`src/rtl/fifo_fwft_prog_pkg.sv`:
```
// Shared FIFO helpers: depth/width derivation and threshold legality checks
// used at elaboration time by the FIFO and its RAM.
package fifo_fwft_prog_pkg;

  function automatic int fifo_depth(input int addr_width);
    return 1 << addr_width;
  endfunction

  // Pointers carry one extra wrap bit so full and empty are distinguishable.
  function automatic int ptr_bits(input int addr_width);
    return addr_width + 1;
  endfunction

  function automatic int count_bits(input int addr_width);
    return addr_width + 1;
  endfunction

  function automatic bit afull_thresh_ok(input int addr_width, input int thresh);
    return (thresh >= 1) && (thresh <= fifo_depth(addr_width));
  endfunction

  function automatic bit aempty_thresh_ok(input int addr_width, input int thresh);
    return (thresh >= 0) && (thresh <= fifo_depth(addr_width) - 1);
  endfunction

endpackage

```
`src/rtl/fifo_fwft_prog_dpram.sv`:
```
// Single-clock simple dual-port RAM, one write port and one registered read port.
// Read-during-write to the same address returns the old contents.
module simple_dpram_sclk
  import fifo_fwft_prog_pkg::*;
#(
  parameter int DATA_WIDTH = 8,
  parameter int ADDR_WIDTH = 4
) (
  input  logic                  clk,
  input  logic                  we,
  input  logic [ADDR_WIDTH-1:0] wr_addr,
  input  logic [DATA_WIDTH-1:0] wr_data,
  input  logic [ADDR_WIDTH-1:0] rd_addr,
  output logic [DATA_WIDTH-1:0] rd_data
);

  logic [DATA_WIDTH-1:0] mem_reg [0:fifo_depth(ADDR_WIDTH)-1];

  always_ff @(posedge clk) begin
    if (we) begin
      mem_reg[wr_addr] <= wr_data;
    end
    rd_data <= mem_reg[rd_addr];
  end

endmodule

```
`src/rtl/fifo_fwft_prog.sv`:
```
// First-word-fall-through FIFO with occupancy, programmable almost flags,
// sticky overflow/underflow and synchronous flush.
module fifo_fwft_prog
  import fifo_fwft_prog_pkg::*;
#(
  parameter int DATA_WIDTH    = 8,
  parameter int ADDR_WIDTH    = 4,
  parameter int AFULL_THRESH  = 12,
  parameter int AEMPTY_THRESH = 2
) (
  input  logic                            clk,
  input  logic                            rst_n,
  input  logic [DATA_WIDTH-1:0]           din,
  input  logic                            wr_en,
  output logic                            full,
  output logic                            almost_full,
  output logic [DATA_WIDTH-1:0]           dout,
  input  logic                            rd_en,
  output logic                            empty,
  output logic                            almost_empty,
  output logic [count_bits(ADDR_WIDTH)-1:0] count,
  input  logic                            flush,
  output logic                            overflow,
  output logic                            underflow,
  input  logic                            clr_err
);

  localparam int PW = ptr_bits(ADDR_WIDTH);
  localparam logic [PW-1:0] AFULL_C  = PW'(AFULL_THRESH);
  localparam logic [PW-1:0] AEMPTY_C = PW'(AEMPTY_THRESH);

  if (ADDR_WIDTH < 1) begin : g_bad_addr_width
    $error("fifo_fwft_prog: ADDR_WIDTH must be >= 1");
  end
  if (!afull_thresh_ok(ADDR_WIDTH, AFULL_THRESH)) begin : g_bad_afull
    $error("fifo_fwft_prog: AFULL_THRESH out of range 1..DEPTH");
  end
  if (!aempty_thresh_ok(ADDR_WIDTH, AEMPTY_THRESH)) begin : g_bad_aempty
    $error("fifo_fwft_prog: AEMPTY_THRESH out of range 0..DEPTH-1");
  end

  logic [PW-1:0]         wr_ptr_reg, rd_ptr_reg, wr_ptr_next, rd_ptr_next;
  logic                  wr_accept, rd_accept, bypass;
  logic                  byp_valid_reg;
  logic [DATA_WIDTH-1:0] byp_data_reg, ram_q;
  logic                  overflow_reg, underflow_reg;

  // Flags are pure functions of the registered pointers.
  assign count        = wr_ptr_reg - rd_ptr_reg;
  assign empty        = (wr_ptr_reg == rd_ptr_reg);
  assign full         = (wr_ptr_reg[PW-1] != rd_ptr_reg[PW-1]) &&
                        (wr_ptr_reg[PW-2:0] == rd_ptr_reg[PW-2:0]);
  assign almost_full  = (count >= AFULL_C);
  assign almost_empty = (count <= AEMPTY_C);
  assign overflow     = overflow_reg;
  assign underflow    = underflow_reg;

  assign wr_accept   = wr_en && !full && !flush;
  assign rd_accept   = rd_en && !empty && !flush;
  assign wr_ptr_next = flush ? '0 : wr_ptr_reg + PW'(wr_accept);
  assign rd_ptr_next = flush ? '0 : rd_ptr_reg + PW'(rd_accept);

  // The RAM cannot return a word written on the same edge, so a write that
  // lands on the next head address is captured directly.
  assign bypass = wr_accept && (wr_ptr_reg == rd_ptr_next);
  assign dout   = byp_valid_reg ? byp_data_reg : ram_q;

  simple_dpram_sclk #(
    .DATA_WIDTH(DATA_WIDTH),
    .ADDR_WIDTH(ADDR_WIDTH)
  ) u_ram (
    .clk    (clk),
    .we     (wr_accept),
    .wr_addr(wr_ptr_reg[PW-2:0]),
    .wr_data(din),
    .rd_addr(rd_ptr_next[PW-2:0]),
    .rd_data(ram_q)
  );

  always_ff @(posedge clk or negedge rst_n) begin
    if (!rst_n) begin
      wr_ptr_reg    <= '0;
      rd_ptr_reg    <= '0;
      byp_valid_reg <= 1'b1;
      byp_data_reg  <= '0;
      overflow_reg  <= 1'b0;
      underflow_reg <= 1'b0;
    end else begin
      wr_ptr_reg <= wr_ptr_next;
      rd_ptr_reg <= rd_ptr_next;
      if (bypass) begin
        byp_valid_reg <= 1'b1;
        byp_data_reg  <= din;
      end else if (wr_accept || rd_accept || flush) begin
        byp_valid_reg <= 1'b0;
      end
      if (wr_en && full && !flush) begin
        overflow_reg <= 1'b1;
      end else if (clr_err) begin
        overflow_reg <= 1'b0;
      end
      if (rd_en && empty && !flush) begin
        underflow_reg <= 1'b1;
      end else if (clr_err) begin
        underflow_reg <= 1'b0;
      end
    end
  end

endmodule

```
`config.mk`:
```
export PLATFORM = sky130hd
export DESIGN_NAME = fifo_fwft_prog
export DESIGN_NICKNAME = d
export VERILOG_FILES = /design/src/rtl/fifo_fwft_prog_pkg.sv /design/src/rtl/fifo_fwft_prog_dpram.sv /design/src/rtl/fifo_fwft_prog.sv
export SDC_FILE = /design/constraint.sdc
export NUM_CORES = 1
export LEC_CHECK = 0
export ABC_AREA = 1
export CAP_MARGIN = 20
export CORE_UTILIZATION = 30
export CTS_CLUSTER_SIZE = 28
export DETAILED_ROUTE_END_ITERATION = 6
export GPL_ROUTABILITY_DRIVEN = 0
export SYNTH_ARGS = -nofsm -noshare
export SYNTH_HDL_FRONTEND = slang
export SYNTH_SLANG_ARGS = --single-unit
```
`constraint.sdc`:
```
create_clock -name clk -period 2.5 [get_ports clk]
set_input_delay 0.625 -clock clk [delete_from_list [all_inputs] [get_ports clk]]
set_output_delay 0.625 -clock clk [all_outputs]
set_load 0.02 [all_outputs]
```
==> results of run 1 <==
-- logic make-up after synthesis --
kind of cell	synth area share
and+or+nand+nor	0.1375
DFF	0.6767
AOI/OAI and AO/OA	0.1162
buffers and inverters	0.04635
adders and majority gates	0.01794
xor gates and xnor gates	0.005234
-- repair_timing --
item | 4_1_cts | 5_1_grt
cloned | 8 | 0
buffers inserted | 24 | 8
pin swaps | 50 | 45
setup endpoints to repair | 34 | 25
gates resized for setup | 135 | 42
-- through the flow --
step | power [mW] | setup WS [ns] | hold WS, ns
finish | 6.388 | -0.2302 | 0.5225
global route | 6.591 | -0.3260 | 0.5723
CTS | 6.369 | -0.2156 | 0.5287
detailed placement | 3.631 | -0.4059 | 0.5153
global placement | 3.624 | -0.4259 | 0.5153
floorplan | 3.312 | 0.002931 | 0.3294
-- area by class of cell --
cell class / instances / area share
flip-flops and latches: 157 / 0.4880
multi-input cells: 364 / 0.2398
repair buffers: 143 / 0.1510
clock buffers: 18 / 0.04729
well taps: 280 / 0.03773
clock inverters: 14 / 0.01819
inverters: 40 / 0.01792
-- report_power, final --
part	switching (mW)	internal, mW
Clock	1.18	1.46
Sequential	0.0291	2.90
Combinational	0.454	0.368
Total	1.66	4.72
-- Yosys cell counts (7+ instances only) --
cell type	instances
edfxtp_1	128
nor2_1	113
nand2_1	58
o21ai_0	54
inv_1	33
o211ai_1	32
nand3_1	26
dfrtp_1	20
a21oi_1	19
o21ai_1	18
buf_2	10
o21bai_1	9
dfxtp_1	8
ha_1	8
buf_6	7
nand4_1	7
-- worst paths after layout --
check | start | end | slack, ns | cells after the start
max | rd_ptr_reg[2] | byp_data_reg[7] | -0.23 | 17
min | overflow | overflow | 0.52 | 2
max reg2reg | rd_ptr_reg[2] | byp_data_reg[7] | -0.23 | 17
min reg2reg | overflow | overflow | 0.52 | 2
max in group asynchronous | rst_n | byp_valid_reg | 1.66 | 2
min in group asynchronous | rst_n | wr_ptr_reg[1] | 0.54 | 2
-- critical path: stages (launching register included) --
cell and delay [ns]:
dfrtp_1 0.39, inv_2 0.07, ha_4 0.29, nand2_4 0.06
nor2_4 0.12, inv_2 0.05, o21ai_2 0.15, nor2_2 0.08
ha_4 0.17, ha_4 0.28, nand2_8 0.08, buf_8 0.15
xor2_4 0.16, inv_2 0.06, nand3_2 0.09, nor2_4 0.26
nand3_2 0.12, nand2_2 0.10
-- per-layer routing --
metal  up-vias  part of all wire  GRT usage
met2       144              0.50     0.2820
met1      2437              0.43     0.2071
met3        34             0.053    0.04066
li1       2353                 -          -
met4         0             0.025    0.07500
met5         -                 0          0
==> metrics, run 1 <==
status finished, violations left; failing checks negative setup slack; Max Cap Viol 0; RSZ-0062 raised after global routing true; Clk pin slew, worst setup/hold paths 0.07 ns; Placeable Area 21,820 um2; fmax 0.3663 GHz; worst path arrival time 3.11 ns; Worst Setup End Kind flop; fin worst setup slack -0.2302 ns; Net count, final 746; final hold vios 0; number of synthesized flops with an enable pin 128; largest net degree at the start of global routing 28; Layout area overhead 38.70%; n_diodes 0; Initial Util 0.3068; commonest non-fill, non-tap cells in the layout 128 x edfxtp_1, 97 x nor2_1, 90 x buf_4; die area 22,920 um2; critical path required time 2.88 ns; Post-Layout Cell Count 1,016; minimum clock period 2.730 ns; largest cells by area after synthesis edfxtp_1 57%, dfrtp_1 7.5%, nor2_1 6.3%; CTS Sinks 157; Vias/cell 4.890; antenna violations before repair 0; routed wire length 18,270 um; asr flop ratio synth 0.1338; Max transition margin 0.4722; Crit Path Category reg -> reg; Max Clock Skew 0.01103 ns; Initial DRC Count 325; commonest non-fill, non-tap cell in the layout edfxtp_1; Slew Limit Fails 0; vias in the first global route 4,915; Worst-Skew Late Latency 0.44 ns; overall die height 151.4 um; max FFs per register 128; Avg WL per Cell 17.98 um; final instance area 9286 um2; synth warn 0; Final HPWL DP 11,100 um; leak pwr 3.540 nW; placed cells 946; Rows 54; maximum vdd drop 0.4328 mV; # DRC 0; startpoint types flop; post-synthesis cell type count 34; CP max FO 8; global-route wire length before repair 27,890 um; TNS Setup -3.061 ns; Die Width 151.4 um; CTS tree done; Worst-Margin Slew 0.7893 ns; vias post-DR 4,968; Detail Route Antenna Nets 0; sequential area share after synthesis 0.6767; GR Overflow Total 0; TritonCTS Buffers 17; DR pass1 iterations 5; Reg area 4532 um2; #FFs+latches synth 157; Cell Pwr Density 687.8 nW/um2; CTS Hold Buffers Added 0; post-synth top area share 0.5741; Cell Area, Placed 7878 um2; multi-input logic area 2227 um2; port buffer count 32; Total GRT Usage 0.1692; final setup vio count 21; largest area contributor in the netlist edfxtp_1; Main synth FF type edfxtp_1; final core utilization 0.4255; num ports 33; H-tree level count 4; fraction of layout cells with a size suffix above 1 0.3207; syn_nets 607; synthesized area 6695 um2; clock root buffer clkbuf_16; syn avg cell area 11.46 um2; hold crit path type reg -> reg; clk buf depth 2; Mapped Cells 584; fill count 2,011; Tcrit/Tclk final 1.092
No activity file was read; power rests on OpenSTA's default activity.
==> run 2, diff against run 1 <==
Settings changed: CORE_UTILIZATION 30 to 54, PLACE_DENSITY set to 0.76.
==> run 2 against run 1 <==
- the run still ends with negative setup slack left
- clock power grew 2%
- via count grew 8.2%
- final area down 1.1%
- flip-flop and latch count unchanged
- combinational power fell by 1%
- setup slack worse by 0.059 ns
- sequential share of layout area is 0.55 points higher
- hold slack better by 0.012 ns
- sequential power hardly changed
- global-route usage grew 12 points
- critical endpoint is now almost_empty
- highest routed layer unchanged
==> metrics, run 2 (synthesis gave the netlist of run 1 again) <==
status finished, violations left; failing checks negative setup slack; hold crit path type reg -> reg; port buffer count 32 (unchanged); hold wc startpoint underflow; fmax 0.3585 GHz (-2.1%); RSZ-0062 raised after global routing true; clk buf depth 2 (unchanged); Reg2Reg Depth 16 (-1); Initial DRC Count 671 (+110%); Worst Setup End Kind output pin; CP max stage cell dfrtp_1; CTS tree done; worst r2r src rd_ptr_reg[3]; fraction of layout cells with a size suffix above 1 0.3172 (-0.003478); vias post-DR 5,377 (+8.2%); critical path required time 1.88 ns (-1.00 ns); clock root buffer clkbuf_16; Cell Pwr Density 701.4 nW/um2 (+2.0%); Slew Limit Fails 0 (unchanged); fill count 634 (-68%); Tot Pwr 6.440 mW (+0.81%); minimum clock period 2.789 ns (+0.05929 ns); worst reg2reg setup slack -0.28 ns (-0.05 ns); num ports 33 (unchanged); hold path endpoint underflow; CP delay by family, top adder cells; Vias/cell 6.042 (+24%); Tcrit/Tclk final 1.116 (+0.02371); GR Overflow Total 0 (unchanged); Max Clock Skew 0.007788 ns (-0.003240 ns); Final HPWL DP 10,190 um (-8.2%); placed cells 824 (-13%); worst path arrival time 2.16 ns (-0.95 ns); max FFs per register 128 (unchanged); DR pass1 iterations 5 (unchanged); CP Cell Sequence ha_4 > fa_2 > o21ai_2 > or2_4 > nand2_4 > nor3_4 > buf_6; Net count, final 732 (-1.9%); clock share of power 0.418 (+0.005); Avg WL per Cell 21.82 um (+21%); Reg area 4531 um2 (about the same); CP max stage delay 0.42 ns (+0.03 ns); Reg power frac 0.456 (-0.002); n_diodes 0 (unchanged); H-tree level count 4 (unchanged); Worst-Skew Late Latency 0.42 ns (-0.02 ns); Layout area overhead 37.13%; CTS Hold Buffers Added 0 (unchanged); routed wire length 19,420 um (+6.3%); crit path from rd_ptr_reg[0]; CP max FO 2 (-6); # DRC 0 (unchanged); startpoint types flop; sw frac 0.2324 (-0.02809); vias in the first global route 5,087 (+3.5%); global-route wire length before repair 26,760 um (-4.1%); Rows 40 (-26%); fin worst setup slack -0.2895 ns (-0.05929 ns); leak pwr 3.532 nW (-0.24%); Worst-Margin Slew 0.8246 ns (+0.03530 ns); Placeable Area 12,060 um2 (-45%); maximum vdd drop 0.5283 mV (+22%); final hold vios 0 (unchanged); multi-input logic area 2341 um2 (+5.1%); Logic pwr share 0.126 (-0.003); FF-to-FF End u_ram.rd_data[1]; commonest non-fill, non-tap cells in the layout 128 x edfxtp_1, 95 x nor2_1, 75 x buf_4; TritonCTS Buffers 17 (unchanged); Total GRT Usage 0.2861 (+0.1168); Pint 4.943 mW (+4.6%); Hold Path Depth 2 (unchanged); Crit Path Category reg -> out; antenna violations before repair 0 (unchanged); Post-Layout Cell Count 890 (-12%); CTS Sinks 157 (unchanged); overall die height 113.4 um (-25%); Max Cap Viol 0 (unchanged); largest net degree at the start of global routing 25 (-11%); Detail Route Antenna Nets 0 (unchanged); Critical path buffers and inverters 1 (-3); commonest non-fill, non-tap cell in the layout edfxtp_1; P_sw 1.496 mW (-10%); Die Width 113.4 um (-25%); Max transition margin 0.4485 (-0.02361); Initial Util 0.5551 (+0.2483); die area 12,850 um2 (-44%); final setup vio count 23 (+9.5%); Clk pin slew, worst setup/hold paths 0.06 ns (about the same)
run 2: cell types whose count changed in the layout (fill, tap and decap cells not counted), sizes merged:
cell,previous run,this run
clkbuf,18,26
bufbuf,1,0
bufinv,1,4
dlygate4sd2,9,4
inv,47,37
nand3,31,32
buf,118,98
clkdlybuf4s15,0,2
clkinv,4,9
dlymetal6s2s,0,3
run 2: worst reg2reg max path: stages, from the launching register on:
cell	delay (ns)
dfrtp_1	0.39
inv_2	0.08
ha_4	0.29
nand2_4	0.06
nor2_4	0.13
inv_2	0.05
o21ai_2	0.15
nor2_1	0.07
ha_2	0.19
ha_4	0.26
nand2_8	0.12
buf_12	0.14
buf_12	0.14
o21ai_2	0.07
o211ai_1	0.33
o211ai_1	0.17
nand2_1	0.08
run 2: worst max-delay path by stage:
stage                            end  slack, ns  depth (start not counted)
finish                  almost_empty      -0.29                          7
global route        u_ram.rd_data[1]      -0.34                         17
CTS                     almost_empty      -0.20                          9
detailed placement      almost_empty      -0.37                          7
global placement    u_ram.rd_data[5]      -0.26                         12
floorplan            byp_data_reg[0]      0.003                         15
run 2: repair_timing:
action                                 in CTS  in global routing
resized for setup                          91                105
pin swaps                                  20                 67
setup endpoints to repair                  34                 30
setup buffers                              13                 14
endpoints found under the hold margin       0                  0
cloned                                      3                  5
run 2: power groups by stage:
| stage | sequential (mW) | clock [mW] | combinational, mW |
|---|---|---|---|
| 2_1_floorplan | 2.97 | 0 | 0.340 |
| 3_3_place_gp | 2.98 | 0 | 0.608 |
| 3_5_place_dp | 2.98 | 0 | 0.629 |
| 4_1_cts | 2.93 | 2.69 | 0.683 |
| 5_1_grt | 2.94 | 2.79 | 0.862 |
| 6_report | 2.93 | 2.69 | 0.811 |
run 2: final cells by class:
type / count / area share
Inverter: 40 / 0.01935
Clock inverter: 12 / 0.01826
Clock buffer: 20 / 0.04974
Timing Repair Buffer: 128 / 0.1413
Tap cell: 168 / 0.02289
Sequential cell: 157 / 0.4935
Multi-Input combinational cell: 365 / 0.2550
run 2: per-layer routing:
metal  GRT usage  wire (um)
met1      0.3578       7166
met2      0.4675       9639
met3     0.05303       1689
met4      0.1719        922
met5           0          0
run 2: metrics by stage:
stage | utilization | hold WS, ns | cell area [um2] | TNS, ns | worst slack, ns
global placement | 0.6342 | 0.5175 | 7650 | -4.349 | -0.2646
detailed placement | 0.6342 | 0.5265 | 7650 | -7.024 | -0.3707
CTS | 0.7136 | 0.5358 | 8607 | -1.924 | -0.2007
floorplan | - | 0.3294 | 6723 | 0 | 0.002931
finish | 0.7612 | 0.5344 | 9181 | -4.097 | -0.2895
global route | 0.7612 | 0.5633 | 9181 | -5.586 | -0.3404
